## config.mk

```make
export PLATFORM = sky130hd
export DESIGN_NAME = float_decoder_flat
export DESIGN_NICKNAME = d
export VERILOG_FILES = /design/src/rtl/float_pkg.sv /design/src/rtl/float_decoder_if.sv /design/src/rtl/float_dec_shifter.sv /design/src/rtl/float_decoder.sv /design/src/flat_wrapper.sv
export SDC_FILE = /design/constraint.sdc
export NUM_CORES = 1
export LEC_CHECK = 0
export ABC_AREA = 1
export CORE_MARGIN = 5
export CORE_UTILIZATION = 40
export CTS_CLUSTER_DIAMETER = 40
export CTS_CLUSTER_SIZE = 24
export DETAILED_ROUTE_END_ITERATION = 8
export PLACE_DENSITY = 0.59
export SYNTH_ARGS = -nofsm -noshare
export SYNTH_HDL_FRONTEND = slang
export SYNTH_SLANG_ARGS = --single-unit
```

## constraint.sdc

```tcl
create_clock -name clk -period 2 [get_ports clk]
set_clock_uncertainty 0.2 [all_clocks]
set_input_delay 0.4 -clock clk [delete_from_list [all_inputs] [get_ports clk]]
set_output_delay 0.4 -clock clk [all_outputs]
set_load 0.01 [all_outputs]
```

## src/rtl/float_pkg.sv

```systemverilog
// Shared constants, field positions and FSM encoding for the 8-bit float decoder.
package float_pkg;

    localparam int FLOAT_W = 8;
    localparam int INT_W   = 12;
    localparam int EXP_W   = 3;
    localparam int SIG_W   = 4;

    localparam int SIGN_POS = 7;
    localparam int EXP_HI   = 6;
    localparam int EXP_LO   = 4;
    localparam int SIG_HI   = 3;
    localparam int SIG_LO   = 0;

    typedef enum logic [1:0] {
        IDLE  = 2'd0,
        SHIFT = 2'd1,
        FIX   = 2'd2,
        OUT   = 2'd3
    } state_e;

    // Negative zero falls out naturally: ~0 + 1 wraps to 0 in INT_W bits.
    function automatic logic [INT_W-1:0] to_twos(input logic neg, input logic [INT_W-1:0] mag);
        return neg ? (~mag + 1'b1) : mag;
    endfunction

endpackage

```

## src/rtl/float_decoder_if.sv

```systemverilog
// Handshake bundle between the float producer and the decoder (DUT takes the slave side).
interface float_decoder_if;
    import float_pkg::*;

    logic [FLOAT_W-1:0] float_rep;
    logic               in_valid;
    logic               in_ready;
    logic [INT_W-1:0]   two_comp;
    logic               out_valid;
    logic               out_ready;
    logic               busy;

    modport master (
        output float_rep, in_valid, out_ready,
        input  in_ready, two_comp, out_valid, busy
    );

    modport slave (
        input  float_rep, in_valid, out_ready,
        output in_ready, two_comp, out_valid, busy
    );
endinterface

```

## src/rtl/float_dec_shifter.sv

```systemverilog
// Magnitude/exponent datapath: one-bit-per-cycle shifter, or a combinational
// barrel shift when FLOAT_DEC_FASTSHIFT_EN is defined.
module float_dec_shifter
    import float_pkg::*;
(
    input  logic             clk,
    input  logic             rst,
    input  logic             load_i,
    input  logic             step_i,
    input  logic [SIG_W-1:0] sig_i,
    input  logic [EXP_W-1:0] exp_i,
    output logic [INT_W-1:0] mag_o,
    output logic             last_o
);

    logic [INT_W-1:0] mag_q, mag_d;
    logic [EXP_W-1:0] cnt_q, cnt_d;

    always_comb begin
        // NOTE: every always_comb output gets a default first so no path infers a latch.
        mag_d = mag_q;
        cnt_d = cnt_q;
        if (load_i) begin
            mag_d = {{(INT_W-SIG_W){1'b0}}, sig_i};
            cnt_d = exp_i;
        end
`ifndef FLOAT_DEC_FASTSHIFT_EN
        else if (step_i) begin
            mag_d = mag_q << 1;
            cnt_d = cnt_q - 1'b1;
        end
`endif
    end

    // NOTE: sequential state uses non-blocking assignments so all registers update together.
    always_ff @(posedge clk or posedge rst) begin
        if (rst) begin
            mag_q <= '0;
            cnt_q <= '0;
        end else begin
            mag_q <= mag_d;
            cnt_q <= cnt_d;
        end
    end

`ifdef FLOAT_DEC_FASTSHIFT_EN
    assign mag_o  = mag_q << cnt_q;
    assign last_o = 1'b1;
`else
    assign mag_o  = mag_q;
    assign last_o = (cnt_q == 3'd1);
`endif

endmodule

```

## src/rtl/float_decoder.sv

```systemverilog
// Float (S EEE FFFF) to 12-bit two's-complement decoder: FSM and handshake.
// Optional FLOAT_DEC_FASTSHIFT_EN drops SHIFT for a 1-cycle barrel-shift decode.
module float_decoder
    import float_pkg::*;
(
    input  logic            clk,
    input  logic            rst,
    float_decoder_if.slave  fd
);

    state_e           state_q, state_d;
    logic             sign_q;
    logic [INT_W-1:0] two_comp_q;
    logic             out_valid_q;

    logic             load, step, fix;
    logic [INT_W-1:0] mag;
    logic             last;

    float_dec_shifter u_shifter (
        .clk    (clk),
        .rst    (rst),
        .load_i (load),
        .step_i (step),
        .sig_i  (fd.float_rep[SIG_HI:SIG_LO]),
        .exp_i  (fd.float_rep[EXP_HI:EXP_LO]),
        .mag_o  (mag),
        .last_o (last)
    );

    always_comb begin
        state_d = state_q;
        load    = 1'b0;
        step    = 1'b0;
        fix     = 1'b0;
        case (state_q)
            IDLE: begin
                if (fd.in_valid) begin
                    load = 1'b1;
`ifdef FLOAT_DEC_FASTSHIFT_EN
                    state_d = FIX;
`else
                    state_d = (fd.float_rep[EXP_HI:EXP_LO] != '0) ? SHIFT : FIX;
`endif
                end
            end
`ifndef FLOAT_DEC_FASTSHIFT_EN
            SHIFT: begin
                step = 1'b1;
                if (last) state_d = FIX;
            end
`endif
            FIX: begin
                fix     = 1'b1;
                state_d = OUT;
            end
            OUT: begin
                if (fd.out_ready) state_d = IDLE;
            end
            default: state_d = IDLE;
        endcase
    end

    always_ff @(posedge clk or posedge rst) begin
        if (rst) begin
            state_q     <= IDLE;
            sign_q      <= 1'b0;
            two_comp_q  <= '0;
            out_valid_q <= 1'b0;
        end else begin
            state_q <= state_d;
            if (load) sign_q <= fd.float_rep[SIGN_POS];
            if (fix) begin
                two_comp_q  <= to_twos(sign_q, mag);
                out_valid_q <= 1'b1;
            end else if (state_q == OUT && fd.out_ready) begin
                out_valid_q <= 1'b0;
            end
        end
    end

    assign fd.in_ready  = (state_q == IDLE);
    assign fd.busy      = (state_q != IDLE);
    assign fd.two_comp  = two_comp_q;
    assign fd.out_valid = out_valid_q;

endmodule

```

## src/flat_wrapper.sv

```systemverilog
// flat-port wrapper written by rule: the top's interface ports become plain ports
module float_decoder_flat import float_pkg::*;
  (clk, rst, fd_float_rep, fd_in_valid, fd_out_ready, fd_in_ready, fd_two_comp, fd_out_valid, fd_busy);
  float_decoder_if fd_i ();
  input  logic clk;
  input  logic rst;
  input wire logic [$bits(fd_i.float_rep)-1:0] fd_float_rep;
  input wire logic [$bits(fd_i.in_valid)-1:0] fd_in_valid;
  input wire logic [$bits(fd_i.out_ready)-1:0] fd_out_ready;
  output wire logic [$bits(fd_i.in_ready)-1:0] fd_in_ready;
  output wire logic [$bits(fd_i.two_comp)-1:0] fd_two_comp;
  output wire logic [$bits(fd_i.out_valid)-1:0] fd_out_valid;
  output wire logic [$bits(fd_i.busy)-1:0] fd_busy;
  assign fd_i.float_rep = fd_float_rep;
  assign fd_i.in_valid = fd_in_valid;
  assign fd_i.out_ready = fd_out_ready;
  assign fd_in_ready = fd_i.in_ready;
  assign fd_two_comp = fd_i.two_comp;
  assign fd_out_valid = fd_i.out_valid;
  assign fd_busy = fd_i.busy;
  float_decoder u_core (.clk(clk), .rst(rst), .fd(fd_i));
endmodule
```

======== After elaboration in Yosys (flattened, before gate mapping) ========
Index checks and enable logic that the tools add are counted.
storage, ports and cells
  logic and storage cells ................. 39
  input bits .............................. 12
  output and inout bits ................... 15
  bits in registers ....................... 31
cells by class
  bitwise logic cells ..................... 1
  reductions and logical operators ........ 7
  $add $sub $neg .......................... 2
  equal/unequal tests ..................... 7
  muxes and demuxes ....................... 16
operator list
  kind                   number
  $mux 12                3
  $add 12x1->12 const B  1
  $not 12->12            1
  $mux 2                 4
  $pmux 2 s4             1
  $mux 1                 6
  $mux 3                 2
  $reduce_bool 2->1      3
  $eq 2x2->1 const B     2
  $ne 2x2->1 const B     2
  $eq 3x1->1 const B     1
  $reduce_and 3->1       1
  $reduce_bool 3->1      1
  $sub 3x1->3 const B    1
  $eq 2x1->1 const B     1
  $logic_not 2->1        1
  $ne 2x1->1 const B     1
  $logic_and 1x1->1      1

======== Depth between registers and ports, before layout ========
  word-level depth ........................ 4
  mapped depth ............................ 8
  gate-level depth less buffers ........... 8

======== Hierarchy ========
Synthesis repeated with hierarchy kept, for this count alone.
second synthesis, totals
  cells, all modules ...................... 225
  area total of the unflattened synthesis .. 1729.2 um^2
by module, submodules not included
  module             area an instance (um^2)  instances  cells an instance  sequential area each (um^2)
  float_decoder      1023.5                   1          142                400.4
  float_dec_shifter  705.7                    1          83                 375.4

======== Least setup slack after synthesis ========
OpenSTA, ideal clock, no wires.
  path type ............................... register -> register
  start point ............................. register u_core.state_q[0]
  end point ............................... register u_core.u_shifter.cnt_q[1]
  data required time ...................... 1.663 ns
  arrival time ............................ 1.254 ns
  buffers on the path ..................... 1
  setup time .............................. 0.137 ns
  setup slack ............................. 0.408 ns
  clock period less this slack ............ 1.592 ns
  cell stages (with the launch flop) ...... 7
  cell sequence ........................... dfrtp_1 > inv_1 > ha_1 > nand2_2 > nand2_1 > buf_2 > o221ai_1
between the ends
  cells in the longest elaborated chain, start to end .. 3
  elaborated cells between the ends (all ways) .. 6
  those cells by class .................... eq/ne (1); mux (3); reduce/logical (2)
RTL lines
  what                                         RTL line                 text
  from (decl)                                  float_decoder.sv:11      state_e state_q, state_d;
  from (signal assigned)                       float_decoder.sv:71      state_q <= state_d;
  $logic_not 2->1 (*)                          n/a
  named net fd_in_ready                        flat_wrapper.sv:10       output wire logic [$bits(fd_i.in_ready)-1:0] fd_in_ready;
  $mux 1 (*)                                   float_decoder.sv:36      case (state_q)
  $mux 3 or $reduce_bool 2->1 (tied branches)  n/a
  to (signal assigned)                         float_dec_shifter.sv:42  cnt_q <= cnt_d;
  to (decl)                                    float_dec_shifter.sv:17  logic [EXP_W-1:0] cnt_q, cnt_d;
Mark *: on every way through the listed nets, which the timed path passes. The rest lies on a longest branch.
A chain may end at the register's enable or synchronous reset.

======== Worst setup path in the final report ========
  start point ............................. register u_core.state_q[0]
  end point ............................... output port fd_busy
between the ends
  cells in the longest elaborated chain, start to end .. 1
RTL lines
  what               RTL line             text
  $reduce_bool 2->1  float_decoder.sv:83  assign fd.busy = (state_q != IDLE);
  to (decl)          flat_wrapper.sv:13   output wire logic [$bits(fd_i.busy)-1:0] fd_busy;
Every way passes these cells.

==> flow_metrics.tcl <==
set metrics [dict create \
    hold_buffers 0 \
    grt.total_usage_pct 13.3 \
    synth_nets 202 \
    ir_drop_uv 638 \
    fin_area_mm2 0.00197 \
    min_from "u_core.fd.out_valid" \
    core_mm2 0.00374 \
    cp_slowest_cell "dfrtp_1" \
    crit_path_max_incr_delay_ps 400 \
    diodes 0 \
    fillers 364 \
    synth_top_area_cell "dfrtp_1" \
    std_cell_rows 22 \
    grt_pass1_vias 1253 \
    clk_latency_ps 270 \
    crit_path_start_kind "register" \
    maxCapViolations 0 \
    yosysSeqAreaShare_pct 49.3 \
    finalSetupViolCount 0 \
    status "finished clean" \
    finalHoldViolations 0 \
    max_slew_margin_pct 70.5 \
    clk_path_buf_depth 2 \
    dp_hpwl_mm 2.46 \
    grt_first_pass_wirelength_mm 5.57 \
    wl_mm 3.17 \
    drv_slew 0 \
    drive_gt1_share_pct 7.91 \
    syn_inst 183 \
    tritoncts "yes" \
    worstSetupStartpoint "u_core.state_q[0]" \
    die_width_um 72.7 \
    fp.dieH_um 72.7 \
    path_class "reg2out" \
    remaining_drc_errors 0 \
    rsz0062_at_grt "no" \
    fin_crit_sh_pct 97.2 \
    worst_pin_slew_ps 442 \
    cts_root_buf "clkbuf_8" \
    multi_input_area_um2 674 \
    timing.final.crit_period_ps 1940 \
    powerDensity_mw_per_mm2 1550 \
    hold_path.class "reg2reg" \
    yosysWarnings 0 \
    ys_ff_latch 31 \
    fmax_mhz 514 \
    avgSynthCellArea_um2 8.59 \
    portBuffers 26 \
    drtPass1Iterations 4 \
    cts_htree_levels 2 \
    cts_sinks 31 \
    fin_setup_tns_ps 0 \
    syn2layout_area_growth_pct 25.4 \
    r2r-start "u_core.state_q[0]" \
    final_cells 263 \
    ant_nets 0 \
    antenna_found_initial 0 \
    required_ps 1400 \
    synth_top_area_share_pct 49.3 \
    synth_area_leaders "dfrtp_1 49%, nand2_1 11%, inv_1 5.7%, ha_1 5.6%, nand3_1 5.1%" \
    cpMostUsedCell "inv_1" \
    gr-total-overflow 0 \
    final_cell_mix "48 x nand2_1, 31 x dfrtp_1, 24 x inv_1, 24 x clkdlybuf4s50_1, 16 x nand3_1" \
    regArea_um2 776 \
    dp.cells 257 \
    crit_path_end_kind "primary output" \
    clk_pin_slew_ps 60 \
    vias 1294 \
    p_leak_nw 0.943 \
    critPathMaxFanout 6 \
    start_util_pct 42.0 \
    avgRoutedWirePerCell_um 12.0 \
    viasPerCell 4.92 \
    die-area_mm2 0.00529 \
    ios 27 \
    cts_buffers 5 \
    arrival_ps 1340 \
    routabilityCongestion 0.797 \
    drtIter0Drc 60 \
    crit_chain "inv_1 > ha_4 > inv_1 > dlygate4sd2_1" \
    syn_area_mm2 0.00157 \
    layout.cells.most_common "nand2_1" \
    fin_nets 235 \
    synth.distinct_cells 25 \
    place_area_mm2 0.00189 \
    grt_max_degree 32 \
    postCtsSetupRepairBufs 0 \
    power_mw 3.06 \
]
-- cell type report --
class	instances	area share [%]
Sequential cell	31	39.3
Multi-Input combinational cell	122	34.2
Timing Repair Buffer	31	15.0
Inverter	25	4.76
Clock buffer	6	3.68
Tap cell	48	3.05
-- flip-flops by register name (all words and copies together) (netlist names) --
register / count
u_core.state_q: 2
u_core.u_shifter.cnt_q: 3
u_core.u_shifter.mag_o: 12
u_core.fd.out_valid: 1
u_core.fd.two_comp: 12
u_core.sign_q: 1
-- power breakdown --
group	switching, mW	internal [mW]
Clock	0.191	0.231
Sequential	0.182	0.871
Combinational	0.883	0.702
-- per-layer routing --
layer | share of wire (%) | vias up | GRT usage [%]
met5 | 0 | - | 0
met1 | 48 | 592 | 18.3
met2 | 45 | 30 | 19.9
met3 | 6.2 | 4 | 3.99
met4 | 0.95 | 0 | 4.51
li1 | - | 668 | -
-- metrics by stage --
step                      util [%]  worst slack, ps  hold WS [ps]
after global placement        50.5             99.5           255
after CTS                     52.4             12.5           279
after detailed placement      50.5             28.3           264
after floorplan                  -              408           301
final                         52.7             56.1           279
after global routing          52.7            0.895           309
-- worst paths after layout --
check / end / slack (ps) / cells past startpoint
setup / recovery: fd_busy / 60 / 4
hold / removal: u_core.fd.out_valid / 280 / 2
setup reg to reg: u_core.u_shifter.mag_o[2] / 350 / 5
hold reg to reg: u_core.fd.out_valid / 280 / 2
max in group asynchronous: u_core.fd.two_comp[5] / 1000 / 3
min in group asynchronous: u_core.u_shifter.mag_o[2] / 310 / 3
-- worst max-delay path, delay by kind of cell (launching register included) --
kind                     cells  cell delay (ps)
buffers and inverters        3              490
adder cells (fa/ha/maj)      1              190
flip-flops                   1              400
-- cells in the mapped netlist, drive strengths merged --
cell	number
a21oi	2
a31oi	2
buf	3
clkbuf	2
dfrtp	31
ha	7
inv	25
nand2	50
nand3	16
nand4	1
nor2	10
o211ai	2
o21ai	14
o221ai	4
o22ai	9
o31ai	1
xor2	4
-- kinds of logic (layout without fill, tap and decap cells) --
group | after synthesis | in the layout | synth area share (%)
xor+xnor | 4 | 4 | 2.23
simple gates | 77 | 77 | 20.4
compound gates | 34 | 34 | 13.8
fa+ha+maj | 7 | 7 | 5.57
flops | 31 | 31 | 49.3
buf+inv | 30 | 62 | 8.59
-- what timing repair did --
action | in CTS | in global routing
resized for setup | 3 | 1
setup endpoints to repair | 2 | 1
pin swaps | 0 | 0
(Power assumes the default switching activity.)
